==> config.mk <==
export PLATFORM = sky130hd
export DESIGN_NAME = dbg_mem_reader
export DESIGN_NICKNAME = d
export VERILOG_FILES = /design/src/rtl/dbg_mem_reader.sv
export SDC_FILE = /design/constraint.sdc
export NUM_CORES = 1
export LEC_CHECK = 0
export CORE_MARGIN = 2
export CORE_UTILIZATION = 44
export CTS_CLUSTER_DIAMETER = 120
export CTS_CLUSTER_SIZE = 28
export DETAILED_ROUTE_END_ITERATION = 10
export HOLD_SLACK_MARGIN = 0.15
export MAX_ROUTING_LAYER = met4
export PLACE_DENSITY_LB_ADDON = 0.12
export SYNTH_ARGS = -nofsm -noshare
export SYNTH_HDL_FRONTEND = slang
export SYNTH_SLANG_ARGS = --single-unit
==> constraint.sdc <==
create_clock -name clk -period 1.94 [get_ports clk]
set_input_delay 0.388 -clock clk [delete_from_list [all_inputs] [get_ports clk]]
set_output_delay 0.388 -clock clk [all_outputs]
set_load 0.1 [all_outputs]
==> src/rtl/dbg_mem_reader.sv <==
// Debug-port memory readback engine: holds the CPU, reads n_words words over the
// debug bus and streams them LSB-first as bytes into a valid/ready sink.
module dbg_mem_reader #(
  parameter int RD_LAT = 1,
  parameter int CNT_W  = 16
) (
  input  logic             clk,
  input  logic             n_reset,
  input  logic             start,
  input  logic [31:0]      base_adr,
  input  logic [CNT_W-1:0] n_words,
  output logic             busy,
  output logic             done,
  output logic             cpu_hold,
  output logic             dbg_mem_op,
  output logic [31:0]      dbg_adr,
  output logic [3:0]       dbg_wren,
  input  logic [31:0]      dbg_di,
  output logic [7:0]       tx_data,
  output logic             tx_valid,
  input  logic             tx_ready
);

  typedef enum logic [2:0] {S_IDLE, S_READ, S_WAIT, S_SEND, S_FIN} state_t;

  state_t           state, state_nxt;
  logic [31:0]      addr;
  logic [CNT_W-1:0] cnt;
  logic [31:0]      word;
  logic [1:0]       idx;
  logic [RD_LAT:0]  vld_pipe;
  logic             accept;
  logic             last_byte;
  logic             rd_done;

  // vld_pipe[k] is high k cycles after the READ cycle; data is valid at RD_LAT.
  assign vld_pipe[0] = (state == S_READ);
  assign rd_done     = (state == S_WAIT) && vld_pipe[RD_LAT];
  assign accept      = tx_valid && tx_ready;
  assign last_byte   = accept && (idx == 2'd3);

  always_comb begin
    state_nxt = state;
    case (state)
      S_IDLE: if (start) state_nxt = (n_words == '0) ? S_FIN : S_READ;
      S_READ: state_nxt = S_WAIT;
      S_WAIT: if (rd_done) state_nxt = S_SEND;
      S_SEND: if (last_byte) state_nxt = (cnt == CNT_W'(1)) ? S_FIN : S_READ;
      S_FIN:  state_nxt = S_IDLE;
      default: state_nxt = S_IDLE;
    endcase
  end

  always_ff @(posedge clk or negedge n_reset) begin
    if (!n_reset) begin
      state            <= S_IDLE;
      vld_pipe[RD_LAT:1] <= '0;
    end else begin
      state            <= state_nxt;
      vld_pipe[RD_LAT:1] <= vld_pipe[RD_LAT-1:0];
    end
  end

  always_ff @(posedge clk or negedge n_reset) begin
    if (!n_reset) begin
      addr <= '0;
      cnt  <= '0;
      word <= '0;
      idx  <= '0;
    end else begin
      if (state == S_IDLE && start) begin
        addr <= base_adr & 32'hFFFF_FFFC;
        cnt  <= n_words;
        idx  <= '0;
      end
      if (rd_done) begin
        word <= dbg_di;
        idx  <= '0;
      end
      if (state == S_SEND && accept) begin
        idx <= idx + 2'd1;
        if (idx == 2'd3) begin
          cnt <= cnt - CNT_W'(1);
          // address wraps modulo 2^32 by plain overflow
          if (cnt != CNT_W'(1)) addr <= addr + 32'd4;
        end
      end
    end
  end

  assign busy       = (state == S_READ) || (state == S_WAIT) || (state == S_SEND);
  assign cpu_hold   = busy;
  assign done       = (state == S_FIN);
  assign dbg_mem_op = (state == S_READ) || (state == S_WAIT);
  assign dbg_adr    = addr;
  assign dbg_wren   = 4'h0;
  assign tx_valid   = (state == S_SEND);
  assign tx_data    = (state == S_SEND) ? word[{idx, 3'b000} +: 8] : 8'h00;

endmodule
==> metrics.cfg, run 1 <==
[outcome]
outcome=finished with violations
violations=setup timing

[clock_network]
clk_path_buf_depth=2
root_buffer=clkbuf_8
htree_levels=3
clk_pin_slew_ns=0.09
clock_latency_ns=0.37
cts.sinks=86
cts_buffers=9
cts_tree=yes

[yosys]
netlist_instances=486
ys_types=59
synth-edff-count=0
synth_area_per_cell_um2=9.86
yosys_warnings=0
synthFlopType=dfrtp_1
ys_async_sr_fraction=1.00
ys_seq_area_frac=0.449
synth_seq_cells=86
netlist_area_um2=4790

[critical_path]
path_max_fanout=5
start_kind=flop
rr_worst_depth=6
crit_buf_inv=2
critPathMaxStageDelay_ns=0.50
crit_family=multiplexers
cp-end-kind=output port
r2r_slack_ns=-0.08
crit_slowest_cell=mux4_2
r2r-end=cnt[15]$_DFF_PN0_
cp.required_ns=1.55
arrival_ns=1.76
path_cells=buf_6 > mux4_2 > and2_4 > buf_12
path_class=reg2out
timing.rr.start=cnt[4]$_DFF_PN0_

[floorplanning]
die_h_um=108
die_w_um=108
rows=38
top_level_ports=133
dieArea_um2=11700
start_util=0.446
core_area_um2=10700

[routing]
vias_per_cell=5.81
postRouteAntennaNets=0
vias=4808
wl_um=15100
wire_per_inst_um=18.3
drc=0
drt_pre_antenna_iters=7
drt_iter0_markers=343

[sta]
hold_viol_final=0
skew_ns=0.00798
finalSetupViolations=13
fin_ws_ns=-0.206
timing.setup.tns_ns=-1.64
period_minus_slack_ns=2.15
slew_violations=0
fin_crit_sh=1.11
rsz0062_at_grt=true
fmax_ghz=0.466

[power_and_ir_drop]
power_density_nw_per_um2=1700
p_leak_nw=3.19
ir_worst_vdd_uv=1190

[placed_design]
port_buffers=126
place_congestion=0.962
place_hpwl_um=10300
pre_cts_slack_ns=-0.281
dp.cells=783

[global_route]
grt.total_usage=0.258
grt_pass1_vias=4611
grt.overflow.total=0
grt_pass1_wl_um=22900
antenna_found_initial=0
grt_start_max_net_pins=45

[cells_and_area]
layout_common_cells=80 x clkdlybuf4s50_1, 79 x buf_4, 59 x dfrtp_1
final_nets=770
syn_to_final_growth_pct=64.4
antenna_cells=0
final_common_cell=clkdlybuf4s50_1
final_cells=827
drive_gt1_frac=0.435

[min_path]
hp-class=in2async

[flow_run]
cap_violations=0

## repair_timing
item | in CTS | in global routing
cloned | 0 | 4
endpoints found under the setup margin | 17 | 49
hold buffers | 1 | 0
setup buffers | 8 | 18
pin swaps | 6 | 45
endpoints found under the hold margin | 31 | 0
gates resized for setup | 15 | 86
## report_power, final
group	internal [W]	switching (W)
Sequential	0.00268	0.000814
Combinational	0.00347	0.00509
Clock	0.000632	0.000697
Total	0.00678	0.00661
## synth_stat cells (2+ instances only)
master | count | area share
a31oi_1 | 4 | 0.0052
a211oi_1 | 16 | 0.025
a22oi_1 | 2 | 0.0031
buf_6 | 2 | 0.0047
and2_1 | 13 | 0.017
a21oi_1 | 32 | 0.033
and3_1 | 6 | 0.0078
o211ai_1 | 12 | 0.019
nor4_1 | 9 | 0.012
nand3_1 | 19 | 0.020
inv_1 | 11 | 0.0086
o31ai_1 | 3 | 0.0047
nor2b_1 | 2 | 0.0026
mux2_2 | 32 | 0.075
o21a_1 | 7 | 0.011
dfrtp_1 | 86 | 0.45
nor3b_1 | 3 | 0.0047
o221a_2 | 2 | 0.0047
or4_1 | 2 | 0.0031
buf_4 | 7 | 0.011
a311oi_1 | 8 | 0.015
ha_1 | 4 | 0.010
o22ai_1 | 3 | 0.0039
nand2_1 | 23 | 0.018
or3_1 | 7 | 0.0091
and4_1 | 7 | 0.013
clkbuf_1 | 17 | 0.013
buf_2 | 12 | 0.013
nor3_1 | 25 | 0.026
o21ai_0 | 12 | 0.013
mux4_2 | 8 | 0.038
nor2_1 | 54 | 0.042
nand4_1 | 8 | 0.010
nor4_2 | 2 | 0.0052
a211o_1 | 2 | 0.0037
## layer usage
metal / global-route usage / part of all wire
met1: 0.335 / 0.41
met5: - / 0
met2: 0.412 / 0.51
met4: 0.0980 / 0.022
met3: 0.0350 / 0.060
## cells by family (layout without fill, tap and decap cells)
family	after synthesis	in the layout	share of synthesized area
AOI/OAI and AO/OA	112	112	0.158
adders and majority gates	4	4	0.0104
and+or+nand+nor	191	191	0.214
muxes	41	41	0.115
other	1	4	0.000783
buffers and inverters	50	248	0.0509
DFF	86	86	0.449
xor gates and xnor gates	1	1	0.00183
## registers in the layout, indices dropped and copies added (netlist names)
| signal | flops |
|---|---|
| dbg_adr | 32 |
| word | 32 |
| cnt | 16 |
| state | 3 |
| idx | 2 |
| vld_pipe | 1 |
## worst max-delay path by stage
stage | from | endpoint | cells after the start
after CTS | idx[0]$_DFFE_PN0P_ | tx_data[6] | 4
after global routing | idx[0]$_DFFE_PN0P_ | tx_data[1] | 4
after detailed placement | tx_ready | cnt[15]$_DFF_PN0_ | 6
after global placement | tx_ready | cnt[15]$_DFF_PN0_ | 6
after floorplan | state[2]$_DFFE_PN0P_ | tx_data[0] | 5
final | idx[0]$_DFFE_PN0P_ | tx_data[1] | 4
## cell type report
cell class | instances | area [um^2]
fill | 761 | 2870
multi-input combinational | 353 | 2770
timing repair buffer | 221 | 2470
sequential | 86 | 2220
tap | 140 | 175
clock buffer | 11 | 141
clock inverter | 5 | 58.8
inverter | 11 | 41.3
## per-stage QoR
step,power (W),utilization,hold slack (ns),cell area (um^2)
after floorplan,0.00858,-,0.0924,4910
after global placement,0.0114,0.655,0.369,7040
after detailed placement,0.0115,0.655,0.373,7040
after CTS,0.0130,0.685,0.509,7360
after global routing,0.0140,0.733,0.529,7880
final,0.0134,0.733,0.504,7880
No activity file was read; power rests on OpenSTA's default activity.
==> run 2: changes to the inputs <==
--- a/config.mk
+++ b/config.mk
@@ -14,3 +14,3 @@
 export MAX_ROUTING_LAYER = met4
-export PLACE_DENSITY_LB_ADDON = 0.12
+export PLACE_DENSITY = 0.79
 export SYNTH_ARGS = -nofsm -noshare
==> constraint.sdc (replaced) <==
create_clock -name clk -period 1.94 [get_ports clk]
set_input_delay 0.291 -clock clk [delete_from_list [all_inputs] [get_ports clk]]
set_output_delay 0.291 -clock clk [all_outputs]
set_load 0.1 [all_outputs]
==> run 2 against run 1 <==
Net effect: the flow still finishes with violations (setup timing); wire length shrank 2.3%; sequential power shrank 1%; register-to-register slack better by 0.04 ns; highest routed layer unchanged.
==> metrics.cfg, run 2 (same netlist as run 1, synthesis figures left out) <==
[clock_network]
clk_path_buf_depth=2  ; unchanged
clk_pin_slew_ns=0.08  ; about the same
htree_levels=3  ; unchanged
cts_tree=yes
clock_latency_ns=0.37  ; about the same
root_buffer=clkbuf_8
cts_buffers=9  ; unchanged
cts.sinks=86  ; unchanged

[critical_path]
crit_family=multiplexers
critPathMaxStageDelay_ns=0.51  ; about the same
path_max_fanout=5  ; unchanged
crit_slowest_cell=mux4_2
path_cells=buf_12 > mux4_2 > and2_4 > buf_12
crit_top_cell=buf_12
path_class=reg2out
rr_worst_depth=6  ; unchanged
cp-end-kind=output port
arrival_ns=1.80  ; +0.04 ns
start_kind=flop
timing.rr.start=cnt[9]$_DFF_PN0_
cp.required_ns=1.65  ; +0.10 ns
crit_buf_inv=2  ; unchanged
r2r_slack_ns=-0.04  ; +0.04 ns
r2r-end=cnt[15]$_DFF_PN0_

[routing]
postRouteAntennaNets=0  ; unchanged
drt_iter0_markers=394  ; +15%
vias_per_cell=5.80  ; -0.25%
drc=0  ; unchanged
vias=4651  ; -3.3%
wire_per_inst_um=18.4  ; +0.75%
drt_pre_antenna_iters=5  ; -2
wl_um=14800  ; -2.3%

[sta]
worstMarginPinSlew_ns=0.539
hold_viol_final=0  ; unchanged
slew_violations=0  ; unchanged
period_minus_slack_ns=2.09  ; -0.0586 ns
fin_ws_ns=-0.147  ; +0.0586 ns
fin_crit_sh=1.08  ; -0.0302
timing.setup.tns_ns=-1.04  ; +0.599 ns
finalSetupViolations=9  ; -4
fmax_ghz=0.479  ; +2.8%
skew_ns=0.0199  ; +0.0120 ns
relSlewSlack=0.640
rsz0062_at_grt=true
holdWs_ns=0.422  ; -0.0821 ns

[floorplanning]
die_h_um=108  ; unchanged
die_w_um=108  ; unchanged
rows=38  ; unchanged
start_util=0.446  ; unchanged
core_area_um2=10700  ; unchanged
top_level_ports=133  ; unchanged
dieArea_um2=11700  ; unchanged

[cells_and_area]
final_nets=746  ; -3.1%
final_common_cell=buf_4
final_util=0.681  ; -0.0516
layout.area.seq_um2=2220  ; unchanged
antenna_cells=0  ; unchanged
layout_common_cells=91 x buf_4, 80 x clkdlybuf4s50_1, 59 x dfrtp_1
final_cells=802  ; -3.0%
drive_gt1_frac=0.400  ; -0.0349
nFillCells=801  ; +5.3%
multiInputGateArea_um2=2730  ; -1.4%
syn_to_final_growth_pct=52.9

[power_and_ir_drop]
p_leak_nw=2.92  ; -8.5%
ir_worst_vdd_uv=1250  ; +5.2%
power_density_nw_per_um2=1720  ; +1.4%

[flow_run]
cap_violations=0  ; unchanged

[placed_design]
dp.cells=778  ; -0.64%
port_buffers=126  ; unchanged
place_congestion=0.905  ; -6.0%
place_hpwl_um=10400  ; +0.73%

[outcome]
outcome=finished with violations
violations=setup timing

[global_route]
grt_pass1_wl_um=22800  ; -0.48%
grt_pass1_vias=4640  ; +0.63%
grt.total_usage=0.257  ; -0.000904
antenna_found_initial=0  ; unchanged
grt_start_max_net_pins=51  ; +13%
grt.overflow.total=0  ; unchanged

[min_path]
hp-class=in2async

run 2: changes by cell type in the layout (fill, tap and decap cells not counted), moves of 3 or more:
| cell | delta |
|---|---|
| a211oi_1 | -3 |
| buf_6 | -9 |
| buf_4 | +12 |
| nor2_1 | +3 |
| nor2_4 | -3 |
| buf_12 | -26 |
| a211oi_2 | +4 |
run 2: per-stage QoR:
| step | setup slack, ns | power [W] | instance area (um^2) |
|---|---|---|---|
| finish | -0.147 | 0.0126 | 7320 |
| global route | -0.204 | 0.0132 | 7320 |
| CTS | -0.190 | 0.0123 | 7020 |
| detailed placement | -0.213 | 0.0108 | 6690 |
| global placement | -0.173 | 0.0106 | 6690 |
| floorplan | -0.0750 | 0.00856 | 4910 |
run 2: report_power, final:
group	total [W]	switching, W	internal, W
Combinational	0.00778	0.00498	0.00280
Clock	0.00139	0.000637	0.000757
Sequential	0.00345	0.000762	0.00268
run 2: final cells by class:
class | instances | area share
Sequential cell | 86 | 0.303
Timing Repair Buffer | 197 | 0.266
Clock inverter | 2 | 0.00820
Clock buffer | 13 | 0.0203
Tap cell | 140 | 0.0239
Inverter | 11 | 0.00564
Multi-Input combinational cell | 353 | 0.372
run 2: worst max path at each step:
stage          slack [ns]                 to  cells after the start            startpoint
4_1_cts             -0.19         tx_data[4]                      4    idx[0]$_DFFE_PN0P_
3_5_place_dp        -0.21  cnt[15]$_DFF_PN0_                      6              tx_ready
6_report            -0.15         tx_data[4]                      4    idx[0]$_DFFE_PN0P_
2_1_floorplan       -0.08         tx_data[0]                      5  state[2]$_DFFE_PN0P_
3_3_place_gp        -0.17  cnt[15]$_DFF_PN0_                      6              tx_ready
5_1_grt             -0.20         tx_data[0]                      4    idx[0]$_DFFE_PN0P_
run 2: what timing repair did:
action                     in CTS  in global routing
setup endpoints to repair      35                 44
pin swaps                      11                 30
gates resized for setup        16                 65
cloned                          1                  2
hold endpoints to repair       36                  0
buffers inserted                3                  4
hold buffers                    1                  0
run 2: routing by layer:
metal	vias to the layer above	global-route usage	share of wire
li1	2162	-	-
met1	2265	0.320	0.40
met2	203	0.424	0.50
met3	21	0.0476	0.078
met4	0	0.0842	0.017
met5	-	-	0
run 2: worst reg2reg max path, cell delays in order, from the launching register on:
cell and delay, ns:
dfrtp_1 0.40, nor4_2 0.28, buf_4 0.18, nand2_1 0.07
or4_4 0.51, or4_1 0.41, nand3_1 0.09
